File: src/rtl/sfif_rx_capture.sv
// sfif_rx_capture
// Receive-side capture stage in front of the SFIF Wishbone register bank.
// It packs the 16-bit RX TLP stream (big-endian halfwords) into 32-bit words
// and pushes them into a show-ahead FIFO. The register bank drains that FIFO
// with rx_data_read pulses. The block also keeps the accepted-TLP count and the
// timestamp of the last accepted TLP.
//
// Optional feature: define SFIF_RX_EOP_MARK_EN to store an end-of-TLP mark
// with each word. The mark appears on rx_eop for the head word.
//
// Ports:
//   clk_125          core clock, rising edge
//   rstn             asynchronous active-low reset
//   rx_st/rx_end     first/last halfword of a TLP, qualified by rx_dv
//   rx_dv            halfword valid
//   rx_din[15:0]     TLP halfword
//   enable           capture enable, sampled at rx_st
//   cnt_clr          synchronous clear of count, timestamp and rx_ovf
//   rx_filter        header-only mode, sampled at rx_st
//   elapsed_cnt      free-running time base
//   rx_data_read     single-cycle pop request
//   rx_data[31:0]    FIFO head word (zero while empty)
//   rx_empty         FIFO empty
//   rx_tlp_cnt       accepted-TLP count
//   rx_tlp_timestamp elapsed_cnt captured at rx_st of the last accepted TLP
//   rx_ovf           sticky overflow flag
//   rx_eop           end-of-TLP mark of the head word (SFIF_RX_EOP_MARK_EN only)
//
// Packer states:
//   state   | meaning
//   IDLE    | waiting for rx_st
//   HI      | expecting an upper halfword
//   LO      | expecting a lower halfword
//   SKIP    | discarding a TLP that started while disabled

module sfif_rx_capture #(
    parameter int FIFO_AW   = 4,
    parameter int HDR_WORDS = 4
) (
    input  logic        clk_125,
    input  logic        rstn,
    input  logic        rx_st,
    input  logic        rx_end,
    input  logic        rx_dv,
    input  logic [15:0] rx_din,
    input  logic        enable,
    input  logic        cnt_clr,
    input  logic        rx_filter,
    input  logic [31:0] elapsed_cnt,
    input  logic        rx_data_read,
    output logic [31:0] rx_data,
    output logic        rx_empty,
    output logic [31:0] rx_tlp_cnt,
    output logic [31:0] rx_tlp_timestamp,
`ifdef SFIF_RX_EOP_MARK_EN
    output logic        rx_eop,
`endif
    output logic        rx_ovf
);

    localparam int DEPTH = 1 << FIFO_AW;
    localparam int IW    = $clog2(HDR_WORDS + 1);
`ifdef SFIF_RX_EOP_MARK_EN
    localparam int FW = 33;
`else
    localparam int FW = 32;
`endif
    localparam logic [IW-1:0] HDR_LIM  = IW'(HDR_WORDS);
    localparam logic [IW-1:0] HDR_LAST = IW'(HDR_WORDS - 1);

    typedef enum logic [1:0] {ST_IDLE, ST_HI, ST_LO, ST_SKIP} state_t;

    state_t          state;
    logic [15:0]     hold;
    logic [IW-1:0]   widx;      // saturates at HDR_WORDS; only the filter needs it
    logic            mode;

    logic            start;
    logic            start_acc;
    logic            keep;
    logic            push_en;
    logic [31:0]     push_word;
    logic            tlp_done;
    logic [FW-1:0]   push_data;

    logic [FW-1:0]      mem [DEPTH];
    logic [FIFO_AW-1:0] wr_ptr;
    logic [FIFO_AW-1:0] rd_ptr;
    logic [FIFO_AW:0]   occ;
    logic               full;
    logic               pop;
    logic               wr_ok;

    // An rx_st in HI/LO aborts the current TLP and restarts as from IDLE.
    // SKIP ignores rx_st.
    assign start     = rx_dv & rx_st & (state != ST_SKIP);
    assign start_acc = start & enable;
    assign keep      = !(mode && (widx >= HDR_LIM));

    always_comb begin
        push_en   = 1'b0;
        push_word = 32'h0;
        tlp_done  = 1'b0;
        if (start) begin
            if (enable && rx_end) begin
                push_en   = 1'b1;
                push_word = {rx_din, 16'h0000};
                tlp_done  = 1'b1;
            end
        end else if (rx_dv) begin
            if (state == ST_HI && rx_end) begin
                push_en   = keep;
                push_word = {rx_din, 16'h0000};
                tlp_done  = 1'b1;
            end else if (state == ST_LO) begin
                push_en   = keep;
                push_word = {hold, rx_din};
                tlp_done  = rx_end;
            end
        end
    end

`ifdef SFIF_RX_EOP_MARK_EN
    logic push_last;
    always_comb begin
        push_last = tlp_done |
                    (mode && state == ST_LO && rx_dv && !rx_st && widx == HDR_LAST);
    end
    assign push_data = {push_last, push_word};
`else
    assign push_data = push_word;
`endif

    always_ff @(posedge clk_125 or negedge rstn) begin
        if (!rstn) begin
            state <= ST_IDLE;
            hold  <= 16'h0;
            widx  <= '0;
            mode  <= 1'b0;
        end else if (start) begin
            if (enable) begin
                hold  <= rx_din;
                widx  <= '0;
                mode  <= rx_filter;
                state <= rx_end ? ST_IDLE : ST_LO;
            end else begin
                state <= rx_end ? ST_IDLE : ST_SKIP;
            end
        end else if (rx_dv) begin
            case (state)
                ST_HI: begin
                    if (rx_end) begin
                        state <= ST_IDLE;
                    end else begin
                        hold  <= rx_din;
                        state <= ST_LO;
                    end
                end
                ST_LO: begin
                    if (widx != HDR_LIM) widx <= widx + 1'b1;
                    state <= rx_end ? ST_IDLE : ST_HI;
                end
                ST_SKIP: begin
                    if (rx_end) state <= ST_IDLE;
                end
                default: state <= state;
            endcase
        end
    end

    always_ff @(posedge clk_125 or negedge rstn) begin
        if (!rstn) begin
            rx_tlp_cnt       <= 32'h0;
            rx_tlp_timestamp <= 32'h0;
            rx_ovf           <= 1'b0;
        end else if (cnt_clr) begin
            rx_tlp_cnt       <= 32'h0;
            rx_tlp_timestamp <= 32'h0;
            rx_ovf           <= 1'b0;
        end else begin
            if (tlp_done)                 rx_tlp_cnt       <= rx_tlp_cnt + 32'd1;
            if (start_acc)                rx_tlp_timestamp <= elapsed_cnt;
            if (push_en && full && !pop)  rx_ovf           <= 1'b1;
        end
    end

    assign full     = occ[FIFO_AW];
    assign rx_empty = (occ == '0);
    assign pop      = rx_data_read & !rx_empty;
    assign wr_ok    = push_en & (!full | pop);

    always_ff @(posedge clk_125 or negedge rstn) begin
        if (!rstn) begin
            wr_ptr <= '0;
            rd_ptr <= '0;
            occ    <= '0;
        end else begin
            if (wr_ok) wr_ptr <= wr_ptr + 1'b1;
            if (pop)   rd_ptr <= rd_ptr + 1'b1;
            case ({wr_ok, pop})
                2'b10:   occ <= occ + 1'b1;
                2'b01:   occ <= occ - 1'b1;
                default: occ <= occ;
            endcase
        end
    end

    always_ff @(posedge clk_125) begin
        if (wr_ok) mem[wr_ptr] <= push_data;
    end

    // The head is forced to zero while empty so stale memory never shows.
    assign rx_data = rx_empty ? 32'h0 : mem[rd_ptr][31:0];
`ifdef SFIF_RX_EOP_MARK_EN
    assign rx_eop  = rx_empty ? 1'b0 : mem[rd_ptr][32];
`endif

endmodule

File: config.mk
export PLATFORM = sky130hd
export DESIGN_NAME = sfif_rx_capture
export DESIGN_NICKNAME = d
export VERILOG_FILES = /design/src/rtl/sfif_rx_capture.sv
export SDC_FILE = /design/constraint.sdc
export NUM_CORES = 1
export LEC_CHECK = 0
export BUFFER_PORTS_ARGS = -buffer_cell sky130_fd_sc_hd__buf_2
export CORE_MARGIN = 2
export CORE_UTILIZATION = 65
export CTS_CLUSTER_SIZE = 14
export DETAILED_ROUTE_END_ITERATION = 10
export PLACE_DENSITY_LB_ADDON = 0.25
export SYNTH_ARGS = -nofsm -noshare
export SYNTH_HDL_FRONTEND = slang
export SYNTH_SLANG_ARGS = --single-unit
File: constraint.sdc
create_clock -name clk_125 -period 8.35 [get_ports clk_125]
set_input_delay 1.67 -clock clk_125 [delete_from_list [all_inputs] [get_ports clk_125]]
set_output_delay 1.67 -clock clk_125 [all_outputs]
set_load 0.03 [all_outputs]
==> metrics.md <==
| Metric | Value |
|---|---|
| Post-Route WL | `53250 um` |
| H-tree level count | `2` |
| Setup violators final | `0` |
| Die Wd | `198.1 um` |
| Final Skew | `between 0.01 and 0.015 ns` |
| Fin. Hold Viols | `0` |
| TritonCTS buffer count | `between 50 and 60` |
| Max-cap violations | `0` |
| Min cycle time layout | `roughly 5.4 ns` |
| Floorplan Core Area | `roughly 37000 um^2` |
| Post-Route Utilization | `74.15%` |
| Fin area | `27730 um^2` |
| Die footprint | `39260 um^2` |
| Hold Startpoint | `occ[4]` |
| Synth top area cells | `edfxtp_1 (63%), mux4_2 (12%), dfrtp_1 (10%), mux2i_1 (2.6%), nand2_1 (1.4%)` |
| Fmax achieved | `approximately 0.18 GHz` |
| Port bufs | `~150` |
| Global-route wire length before repair | `80960 um` |
| Synth top area share | `62.75%` |
| Seq/Total Area, Yosys | `72.97%` |
| Top_reg_cell synth | `edfxtp_1` |
| Vias per std cell | `approximately 6.3` |
| Final WS setup | `about 2.9 ns` |
| # clock sinks | `approximately 600` |
| Root buf cell | `clkbuf_16` |
| DP HPWL | `29500 um` |
| Cells on Worst Hold Path | `1` |
| Number of synthesized flops with an enable pin | `512` |
| Worst slew pin tran | `1.268 ns` |
| Reg2Reg Depth | `6` |
| Chip Height | `198.1 um` |
| Cts repair resizes | `0` |
| Initial core utilization | `between 60% and 70%` |
| DP Area | `25860 um^2` |
| Most common cell after layout, fill and taps aside | `edfxtp_1` |
| Syn Nets | `1395` |
| Max-slew violations | `0` |
| Leakage power | `roughly 9.9 nW` |
| Slew headroom | `15.27%` |
| Clock-pin slew on the worst setup and hold paths | `0.06 ns` |
| PwrDens | `305.6 nW/um^2` |
| Initial antenna violation count | `9` |
| Layout fillers | `2145` |
| Hold Path End | `occ[4]` |
| Dpl ws | `3.555 ns` |
| Fin Hold WS | `~0.50 ns` |
| Clock buffer depth | `3` |
| Largest fanout on the critical path | `68` |
| Via total after detailed routing | `12967` |
| Total global routing overflow | `0` |
| GPL Wtd Cong | `0.7828` |
| Vias in the first global route | `13394` |
| Layout Nets | `1556` |
| Post-synth ARST share | `16.34%` |
| Hold buffers post-CTS | `0` |
| Cell Area, Synth | `24500 um^2` |
| YS warnings | `0` |
| Largest net degree at the start of global routing | `72` |
| Worst vdd ir | `0.0002010 V` |
| Post-route ant nets | `0` |
| DRT iter0 DRCs | `1166` |
| # IOs | `155` |
| Clock Latency Late Sink | `0.60 ns` |
| Outcome | `complete, no violations` |
| CP Capture Type | `primary output` |
| Rows | `71` |
| Post-synthesis instance total | `~1300` |
| #FFs+latches synth | `612` |
| Most frequent cells in the layout | `edfxtp_1 (512), buf_2 (153), mux4_2 (128)` |
| Worst EP arrival | `3.77 ns` |
| Drt drc | `0` |
| CTS tree | `done` |
| Fin crit share | `65.19%` |
| Min-delay worst type | `reg2reg` |
| Share of layout cells above drive strength 1 | `between 20% and 30%` |
| Syn_area_per_cell | `18.46 um^2` |
| Setup Buffers After CTS | `0` |
| WL/cell | `25.94 um` |
| Setup slack, reg-to-reg | `roughly 5 ns` |
| Crit path required time | `6.68 ns` |
| Reg-to-reg startpoint | `state[1]` |
| Tot GR Track Use | `about 28%` |
| Worst flop-to-flop path endpoint | `mem[8][19]` |
| Critical Path Start Type | `flop` |
| RSZ-0062 raised after global routing | `no` |
| Pre-Repair DR Iteration Count | `5` |
| Area leader, netlist | `edfxtp_1` |
| Count of cell types in the netlist | `53` |
| Area delta synth->final | `13.19%` |
| TNS Setup | `0 ns` |
| Critical path class | `reg2out` |
## per-stage QoR
stage | power [W] | std cells
floorplan | 0.005384 | 1327
finish | 0.008473 | 2053
CTS | 0.008539 | 2047
global route | 0.008808 | 2049
detailed placement | 0.005987 | 1939
global placement | 0.005947 | 1939
## worst max-delay path: stages (launching register included)
cell and delay, ns:
dfrtp_4 1.09, buf_4 0.85, mux4_2 0.43, mux2i_1 0.24, o22ai_1 0.16, buf_2 0.25
## report_power, final
part	internal [W]	switching, W
combinational	0.000992	0.00127
clock	0.00147	0.00108
sequential	0.00343	0.000228
total	0.00590	0.00258
## state kept, by name (all words and copies together) (netlist names)
signal / cells
rd_ptr: 4
rx_tlp_timestamp: 32
widx: 3
rx_tlp_cnt: 32
hold: 16
mode: 1
rx_ovf: 1
mem: 512
state: 2
occ: 5
wr_ptr: 4
## logic make-up after synthesis
group / after synthesis / share of synthesized area (%)
and+or+nand+nor: 233 / 4.974
DFF: 612 / 72.97
adders and majority gates: 11 / 0.5618
xor gates and xnor gates: 30 / 1.072
AOI/OAI and AO/OA: 138 / 3.503
buffers and inverters: 93 / 1.695
muxes: 210 / 15.22
## how the worst max path moves through the flow
stage,startpoint,slack [ns],to
4_1_cts,rd_ptr[1],2.90,rx_data[19]
3_5_place_dp,rx_dv,3.56,mem[8][22]
6_report,rd_ptr[1],2.91,rx_data[19]
5_1_grt,rd_ptr[1],2.75,rx_data[19]
2_1_floorplan,rx_end,2.92,mem[3][0]
3_3_place_gp,rd_ptr[1],3.57,rx_data[16]
## metal layers
layer / wire length (um) / track usage, %
met1: 21160 / 39.45
met2: 26060 / 44.73
met3: 4473 / 7.103
met4: 1514 / 9.245
met5: 42 / 0
## synthesized netlist by cell type (22+ instances only)
| library cell | number |
|---|---|
| clkbuf_1 | 39 |
| dfrtp_1 | 100 |
| o22ai_1 | 34 |
| mux4_2 | 128 |
| o21ai_0 | 22 |
| buf_2 | 26 |
| nand2_1 | 93 |
| mux2i_1 | 64 |
| edfxtp_1 | 512 |
| nor2_1 | 36 |
| and3_1 | 22 |
| a21oi_1 | 51 |
## area by class of cell
type | count | area, um^2 | area share (%)
Antenna cell | 6 | 15.01 | 0.05414
Clock buffer | 75 | 1567 | 5.649
Clock inverter | 33 | 290.3 | 1.047
Inverter | 17 | 63.81 | 0.2301
Multi-Input combinational cell | 622 | 6321 | 22.79
Sequential cell | 612 | 17890 | 64.51
Tap cell | 511 | 639.4 | 2.306
Timing Repair Buffer | 177 | 945.9 | 3.411
Note: power is estimated with default switching activity, not from simulation.
